`src/rtl/bp_noc_wormhole_rx_deserializer.sv`:
```
// Receive endpoint of a credit-flow-controlled wormhole link: buffers flits, reassembles header+body into one word.
// Optional statistics ports (packet_count_o, credit_starve_o) are built when BP_NOC_RX_STATS_EN is defined.
module bp_noc_wormhole_rx_deserializer #(
    parameter int flit_width_p  = 64,
    parameter int len_width_p   = 4,
    parameter int cid_width_p   = 2,
    parameter int max_credits_p = 8,
    localparam int max_payload_flits_lp = (1 << len_width_p) - 1
) (
    input  logic                                             clk_i,
    input  logic                                             reset_i,
    input  logic                                             link_v_i,
    input  logic [flit_width_p-1:0]                          link_data_i,
    output logic                                             link_credit_o,
    output logic [flit_width_p*(max_payload_flits_lp+1)-1:0] packet_o,
    output logic [len_width_p-1:0]                           packet_len_o,
    output logic [cid_width_p-1:0]                           packet_cid_o,
    output logic                                             packet_v_o,
    input  logic                                             packet_yumi_i,
    output logic                                             overflow_o
`ifdef BP_NOC_RX_STATS_EN
    ,
    output logic [31:0]                                      packet_count_o,
    output logic                                             credit_starve_o
`endif
);

    localparam int ptr_w_lp = (max_credits_p > 1) ? $clog2(max_credits_p) : 1;
    localparam int cnt_w_lp = $clog2(max_credits_p + 1);

    typedef enum logic [1:0] {
        e_header = 2'd0,
        e_body   = 2'd1,
        e_out    = 2'd2
    } state_e;

    state_e state_q, state_n;

    logic [flit_width_p-1:0] fifo_mem [max_credits_p];
    logic [ptr_w_lp-1:0]     wr_ptr_q, rd_ptr_q;
    logic [cnt_w_lp-1:0]     count_q;
    logic                    fifo_empty, fifo_full, enq, deq;
    logic [flit_width_p-1:0] head_flit;
    logic [len_width_p-1:0]  head_len;
    logic [cid_width_p-1:0]  head_cid;

    logic [max_payload_flits_lp:0][flit_width_p-1:0] packet_q;
    logic [len_width_p-1:0]  len_q, cnt_q, body_idx;
    logic [cid_width_p-1:0]  cid_q;
    logic                    overflow_q;

    function automatic logic [ptr_w_lp-1:0] ptr_inc(input logic [ptr_w_lp-1:0] p);
        return (p == ptr_w_lp'(max_credits_p - 1)) ? '0 : p + ptr_w_lp'(1);
    endfunction

    assign fifo_empty = (count_q == '0);
    assign fifo_full  = (count_q == cnt_w_lp'(max_credits_p));
    assign head_flit  = fifo_mem[rd_ptr_q];
    assign head_len   = head_flit[len_width_p-1:0];
    assign head_cid   = head_flit[len_width_p+cid_width_p-1:len_width_p];
    assign body_idx   = cnt_q + len_width_p'(1);

    // A full FIFO still accepts a flit in a cycle that also drains one.
    assign deq = !fifo_empty && (state_q != e_out);
    assign enq = link_v_i && (!fifo_full || deq);

    always_ff @(posedge clk_i) begin
        if (enq) begin
            fifo_mem[wr_ptr_q] <= link_data_i;
        end
    end

    always_ff @(posedge clk_i or posedge reset_i) begin
        if (reset_i) begin
            wr_ptr_q   <= '0;
            rd_ptr_q   <= '0;
            count_q    <= '0;
            overflow_q <= 1'b0;
        end else begin
            if (enq) wr_ptr_q <= ptr_inc(wr_ptr_q);
            if (deq) rd_ptr_q <= ptr_inc(rd_ptr_q);
            case ({enq, deq})
                2'b10:   count_q <= count_q + cnt_w_lp'(1);
                2'b01:   count_q <= count_q - cnt_w_lp'(1);
                default: count_q <= count_q;
            endcase
            if (link_v_i && fifo_full && !deq) overflow_q <= 1'b1;
        end
    end

    always_ff @(posedge clk_i or posedge reset_i) begin
        if (reset_i) begin
            state_q <= e_header;
        end else begin
            state_q <= state_n;
        end
    end

    always_comb begin
        state_n = state_q;
        case (state_q)
            e_header: if (deq) state_n = (head_len == '0) ? e_out : e_body;
            e_body:   if (deq && (body_idx == len_q)) state_n = e_out;
            e_out:    if (packet_yumi_i) state_n = e_header;
            default:  state_n = e_header;
        endcase
    end

    // body_idx never exceeds len_q, so the final slot is reachable without counter wrap.
    always_ff @(posedge clk_i or posedge reset_i) begin
        if (reset_i) begin
            packet_q <= '0;
            len_q    <= '0;
            cid_q    <= '0;
            cnt_q    <= '0;
        end else if (deq) begin
            if (state_q == e_header) begin
                packet_q    <= '0;
                packet_q[0] <= head_flit;
                len_q       <= head_len;
                cid_q       <= head_cid;
                cnt_q       <= '0;
            end else begin
                packet_q[body_idx] <= head_flit;
                cnt_q              <= body_idx;
            end
        end
    end

    // valid/yumi: packet_v_o stays high with packet fields frozen until the cycle packet_yumi_i is
    // sampled high; yumi is only legal while packet_v_o is high.
    assign packet_o      = packet_q;
    assign packet_len_o  = len_q;
    assign packet_cid_o  = cid_q;
    assign packet_v_o    = (state_q == e_out);
    assign link_credit_o = deq;
    assign overflow_o    = overflow_q;

`ifdef BP_NOC_RX_STATS_EN
    logic [31:0] packet_count_q;

    always_ff @(posedge clk_i or posedge reset_i) begin
        if (reset_i) begin
            packet_count_q <= '0;
        end else if (packet_yumi_i && packet_v_o) begin
            packet_count_q <= packet_count_q + 32'd1;
        end
    end

    assign packet_count_o  = packet_count_q;
    assign credit_starve_o = !reset_i && (state_q == e_header) && fifo_empty;
`endif

endmodule

```
`config.mk`:
```
export PLATFORM = sky130hd
export DESIGN_NAME = bp_noc_wormhole_rx_deserializer
export DESIGN_NICKNAME = d
export VERILOG_FILES = /design/src/rtl/bp_noc_wormhole_rx_deserializer.sv
export SDC_FILE = /design/constraint.sdc
export NUM_CORES = 2
export LEC_CHECK = 0
export ABC_AREA = 0
export ABC_CLOCK_PERIOD_IN_PS = 38600
export CAP_MARGIN = 40
export CORE_AREA = 5 5 426 428
export CTS_CLUSTER_SIZE = 24
export DETAILED_ROUTE_END_ITERATION = 10
export DIE_AREA = 0 0 431 433
export PLACE_DENSITY = 0.62
export SLEW_MARGIN = 25
export SYNTH_ARGS = -nofsm -noshare
export SYNTH_HDL_FRONTEND = slang
export SYNTH_SLANG_ARGS = --single-unit
```
`constraint.sdc`:
```
create_clock -name clk_i -period 38.6 [get_ports clk_i]
set_clock_uncertainty 0.1 [all_clocks]
set_input_delay 7.72 -clock clk_i [delete_from_list [all_inputs] [get_ports clk_i]]
set_output_delay 7.72 -clock clk_i [all_outputs]
set_load 0.1 [all_outputs]
```
## Yosys cells after proc, flatten, opt, wreduce, memory -nomap -nowiden

Memories as Yosys holds them, arrays and structs flattened.
Cells that the tools add are included.

| storage, ports and cells | value |
|---|---|
| bits in registers | 1047 |
| bits in latches | 0 |
| memory bits (writable) | 512 |
| ROM bits | 0 |
| bits of input ports | 68 |
| output and inout bits | 1033 |
| memories | 1 |

Memory list:

| name | depth | width | read ports | clocked after memory_dff | write ports | RTL line | text |
|---|---|---|---|---|---|---|---|
| fifo_mem | 8 | 64 | 1 | 0 | 1 | 39 | `logic [flit_width_p-1:0] fifo_mem [max_credits_p];` |

| cells by class | value |
|---|---|
| add/sub/neg operators | 5 |
| multiply operators | 0 |
| divide/modulo/power cells | 0 |
| $lt $le $gt $ge | 2 |
| eq/ne operators | 12 |
| shift-type cells | 0 |
| mux-type cells | 15 |
| bitwise operators | 0 |
| reductions and logical operators | 16 |

Operator list:

| kind | number |
|---|---|
| bitwise mux 1024 bit | 1 |
| 2-to-1 mux 1024 bit | 1 |
| demux 64 bit (select 4 bit) | 1 |
| 2-to-1 mux 64 bit | 1 |
| adder 4 x 1 -> 4 bit (second input constant) | 2 |
| logical NOT 4 bit | 2 |
| 2-to-1 mux 2 bit | 4 |
| case mux 4 bit (2 select lines) | 1 |
| adder 3 x 1 -> 3 bit (second input constant) | 2 |
| == test 3 bit (second input constant) | 2 |
| logical AND 1 bit | 6 |
| 2-to-1 mux 3 bit | 2 |
| inequality test 2 bit (second input constant) | 3 |
| case mux 2 bit (3 select lines) | 1 |
| less-than comparator 4 x 5 -> 1 bit (second input constant) | 1 |
| == test 2 x 1 -> 1 bit (second input constant) | 2 |
| == test 2 bit (second input constant) | 2 |
| == test 4 bit | 1 |
| == test 4 bit (second input constant) | 1 |
| greater-or-equal comparator 4 x 1 -> 1 bit (second input constant) | 1 |
| 2-to-1 mux 4 bit | 1 |
| subtractor 4 x 1 -> 4 bit (second input constant) | 1 |
| logical NOT 1 bit | 3 |
| AND reduction 3 bit | 1 |
| 6 further kinds | 7 |

## Longest topological paths before layout

| logic depth | value |
|---|---|
| word-level depth | 7 |
| mapped depth | 9 |
| depth with buffers taken out | 8 |

## Least setup slack after synthesis

No wires, ideal clock.

| timing path | value |
|---|---|
| kind | input to register |
| start point | in link_v_i |
| end point | mem fifo_mem[0][0], enable pin |
| setup time | 0.565 ns |
| arrival | 12.570 ns |
| required time | 37.935 ns |
| setup slack | 25.366 ns |
| cell stages on the path | 4 |
| path buffers | 0 |
| path through | inv_1 -> a31oi_1 -> nand2b_1 -> nor3_1 |

| between the ends | value |
|---|---|
| cells in the longest elaborated chain, start to end | 3 |

Ends and longest elaborated chain:

| element | RTL line | text |
|---|---|---|
| from (decl) | 12 | `input logic link_v_i,` |
| logical AND 1 bit | 65 | `assign enq = link_v_i && (!fifo_full \|\| deq);` |
| 2-to-1 mux 1 bit | 68 | `if (enq) begin` |
| 2-to-1 mux 1 bit (not written as such) | 69 | `fifo_mem[wr_ptr_q] <= link_data_i;` |
| to (decl) | 39 |  |

No other way between the ends.

## Worst setup path in the final report

| timing path | value |
|---|---|
| start point | reg count_q[3] |
| end point | out link_credit_o |

| between the ends | value |
|---|---|
| cells in the longest elaborated chain, start to end | 3 |

Ends and longest elaborated chain:

| element | RTL line | text |
|---|---|---|
| from (decl) | 41 | `logic [cnt_w_lp-1:0] count_q;` |
| from (signal assigned) | 83 | `2'b10: count_q <= count_q + cnt_w_lp'(1);` |
| from (signal assigned) | 84 | `2'b01: count_q <= count_q - cnt_w_lp'(1);` |
| from (signal assigned) | 85 | `default: count_q <= count_q;` |
| logical NOT 4 bit | 56 | `assign fifo_empty = (count_q == '0);` |
| logical NOT 1 bit | 64 | `assign deq = !fifo_empty && (state_q != e_out);` |
| logical AND 1 bit | 64 |  |
| to (decl) | 14 | `output logic link_credit_o,` |

No other way between the ends.

==> results.yml <==
outcome:
  outcome: "complete, no violations"
routing:
  postRouteAntennaNets: 0
  wl_mm: 263
  via_count: 47377
  vias_per_cell: 5.36
  drt_first_pass_iters: 6
  routedWlPerCell_um: 29.8
  first_iter_violations: 4489
  drc_errors: 0
placed_design:
  port_buffers: 1100
  place_inst: 8502
  dp_slack_ns: 26.67
  gp_congestion: 0.822
  dp_hpwl_mm: 180
yosys:
  yosysTopAreaCell: "dfrtp_1"
  synth_area_leaders: "dfrtp_1 (42%), edfxtp_1 (24%), mux2i_1 (16%)"
  synthMuxAreaShare_pct: 22.5
  synth_edf_count: 512
  synth_fp_nets: 4359
  synth-seq-cells: 1559
  yosys.area_share.xor_xnor_pct: 0.140
  ys_types: 50
  netlist_instances: 4281
  synth.top_cell.area_share_pct: 41.7
  netlist_area_um2: 62800
  synth_ff_type: "dfrtp_1"
  synth.most_common_cell: "dfrtp_1"
  yosysSeqAreaShare_pct: 66.2
  yosys-top-cells-count: "dfrtp_1 (1,047), nand2_1 (982), mux2i_1 (973), edfxtp_1 (512), buf_2 (164)"
  yosys.area_share.simple_pct: 7.02
  synth_top_family_by_area: "multiplexers"
  synthAdderAreaFrac_pct: 0.199
  yosysWarnings: 0
  async_flop_share_pct: 67.2
  synth_area_per_cell_um2: 14.7
  synth_compound_area_share_pct: 0.415
floorplanning:
  die_area_um2: 187000
  rows: 155
  coreArea_um2: 177000
  die_w_um: 431
  ios: 1101
  start_util_pct: 35.4
  die_h_um: 433
clock_tree:
  clk_pin_slew_ns: 0.06
  cts_buffer_depth: 3
  cts.repair.resized: 0
  clock_latency_ns: 0.82
  root_buffer: "clkbuf_16"
  cts_setup_buffers: 0
  cts_tree: "built"
  hold_buffers: 0
  htreeDepth: 4
  cts.sinks: 1559
  cts_buffers: 165
global_route:
  grt_max_degree: 202
  grt_pass1_vias: 51630
  grt_pass1_wl_mm: 370
  antenna_found_initial: 33
  grtUsageTotal_pct: 27.3
  grt_overflow: 0
power_and_ir_drop:
  clkPwrFrac_pct: 16.7
  switchingPower_w: 0.00487
  power.leakage_nw: 41.5
  combinationalPowerShare_pct: 60.4
  vdd_ir_drop_max_uv: 102
  power_switching_share_pct: 48.6
  total_power_w: 0.0100
  p_per_area_nw_per_um2: 96.4
  p_seq_share_pct: 22.9
  p_int_w: 0.00514
critical_path:
  endpoint_kind: "output pin"
  crit_path_start_kind: "register"
  arrival_ns: 2.88
  worst-setup-path-type: "reg2out"
  worstPathMaxFanout: 11
  required_ns: 30.78
sta:
  fmax_mhz: 93.5
  slew_headroom_pct: 31.2
  worstMarginPinSlew_ns: 1.03
  fin_crit_sh_pct: 27.7
  layout_setup_ws_ns: 27.90
  setup_violations: 0
  min_period_ns: 10.70
  slew_viol_final: 0
  setup_tns_ns: 0
  rsz0062_at_grt: "no"
  final-hold-violation-count: 0
layout:
  area_growth_pct: 65.5
  fin_nets: 6406
  drive_gt1_share_pct: 27.2
  final_cells: 8834
job:
  maxCapViolCount: 0
min_path:
  holdCritPathClass: "reg2reg"
## metal layers
| layer | wire length [um] | up-vias | global-route usage (%) |
|---|---|---|---|
| met1 | 92500 | 24401 | 30.7 |
| met2 | 129000 | 2833 | 45.3 |
| li1 | - | 19019 | - |
| met4 | 22700 | 18 | 20.5 |
| met3 | 18600 | 1106 | 6.74 |
| met5 | 126 | - | 0 |
## cells by family after synthesis
group,Yosys count
AO/OA/AOI/OAI,40
XOR/XNOR,10
adder cells (fa/ha/maj),10
buffers and inverters,346
flip-flops,1559
multiplexers,1217
AND/OR/NAND/NOR,1099
## registers in the layout, summed over array words and instances (netlist names)
register / count
cnt_q: 4
packet_o: 1024
rd_ptr_q: 3
overflow_o: 1
state_q: 2
fifo_mem: 512
wr_ptr_q: 3
packet_cid_o: 2
packet_len_o: 4
count_q: 4
## power by group through the flow
stage / clock (W) / combinational [W] / sequential [W]
detailed placement: 0 / 0.00597 / 0.00230
floorplan: 0 / 0.00141 / 0.00408
CTS: 0.00169 / 0.00601 / 0.00228
global route: 0.00176 / 0.00617 / 0.00231
finish: 0.00168 / 0.00605 / 0.00229
global placement: 0 / 0.00455 / 0.00227
## path summary, 6_finish.rpt
| check | startpoint | end | slack (ns) | depth (start not counted) |
|---|---|---|---|---|
| min in group asynchronous | reset_i | packet_o[958] | 7.17 | 2 |
| setup reg to reg | count_q[3] | packet_o[224] | 33.01 | 11 |
| hold / removal | overflow_o | overflow_o | 0.39 | 1 |
| setup / recovery | count_q[3] | link_credit_o | 27.90 | 4 |
| hold reg to reg | overflow_o | overflow_o | 0.39 | 1 |
| max in group asynchronous | reset_i | packet_o[554] | 27.95 | 7 |
## cell usage in the layout, fill, tap and decap left out, types with 18 or more instances in the layout
cell type,instances
dfrtp_1,1044
buf_16,590
edfxtp_1,512
clkbuf_16,167
nand2_2,58
clkbuf_1,35
buf_4,79
bufinv_16,18
nand2_1,982
mux2_4,54
mux2i_1,973
buf_8,431
mux4_2,128
clkinv_2,21
mux2_2,62
clkbuf_8,24
clkdlybuf4s50_1,1057
buf_2,37
## worst max-delay path, cell delays in order (launching register included)
cell	delay, ns
dfrtp_1	0.45
or4_4	0.69
nand2_1	0.36
inv_1	0.20
buf_2	0.35
## through the flow
stage          hold WS, ns  instance area, um^2  utilization [%]
2_1_floorplan        0.387                62800                -
3_3_place_gp         0.366                75400             42.5
3_5_place_dp         0.368                97900             55.1
4_1_cts              0.382               104000             58.3
5_1_grt              0.404               104000             58.5
6_report             0.390               104000             58.6
## layout make-up
cell class	instances	area (um^2)
repair buffers	2212	34400
flip-flops and latches	1559	41600
fillers	12159	73500
clock inverters	75	1020
well taps	2355	2950
multi-input cells	2376	19200
inverters	14	60.1
diodes	17	42.5
clock buffers	226	4640
(Power assumes the default switching activity.)
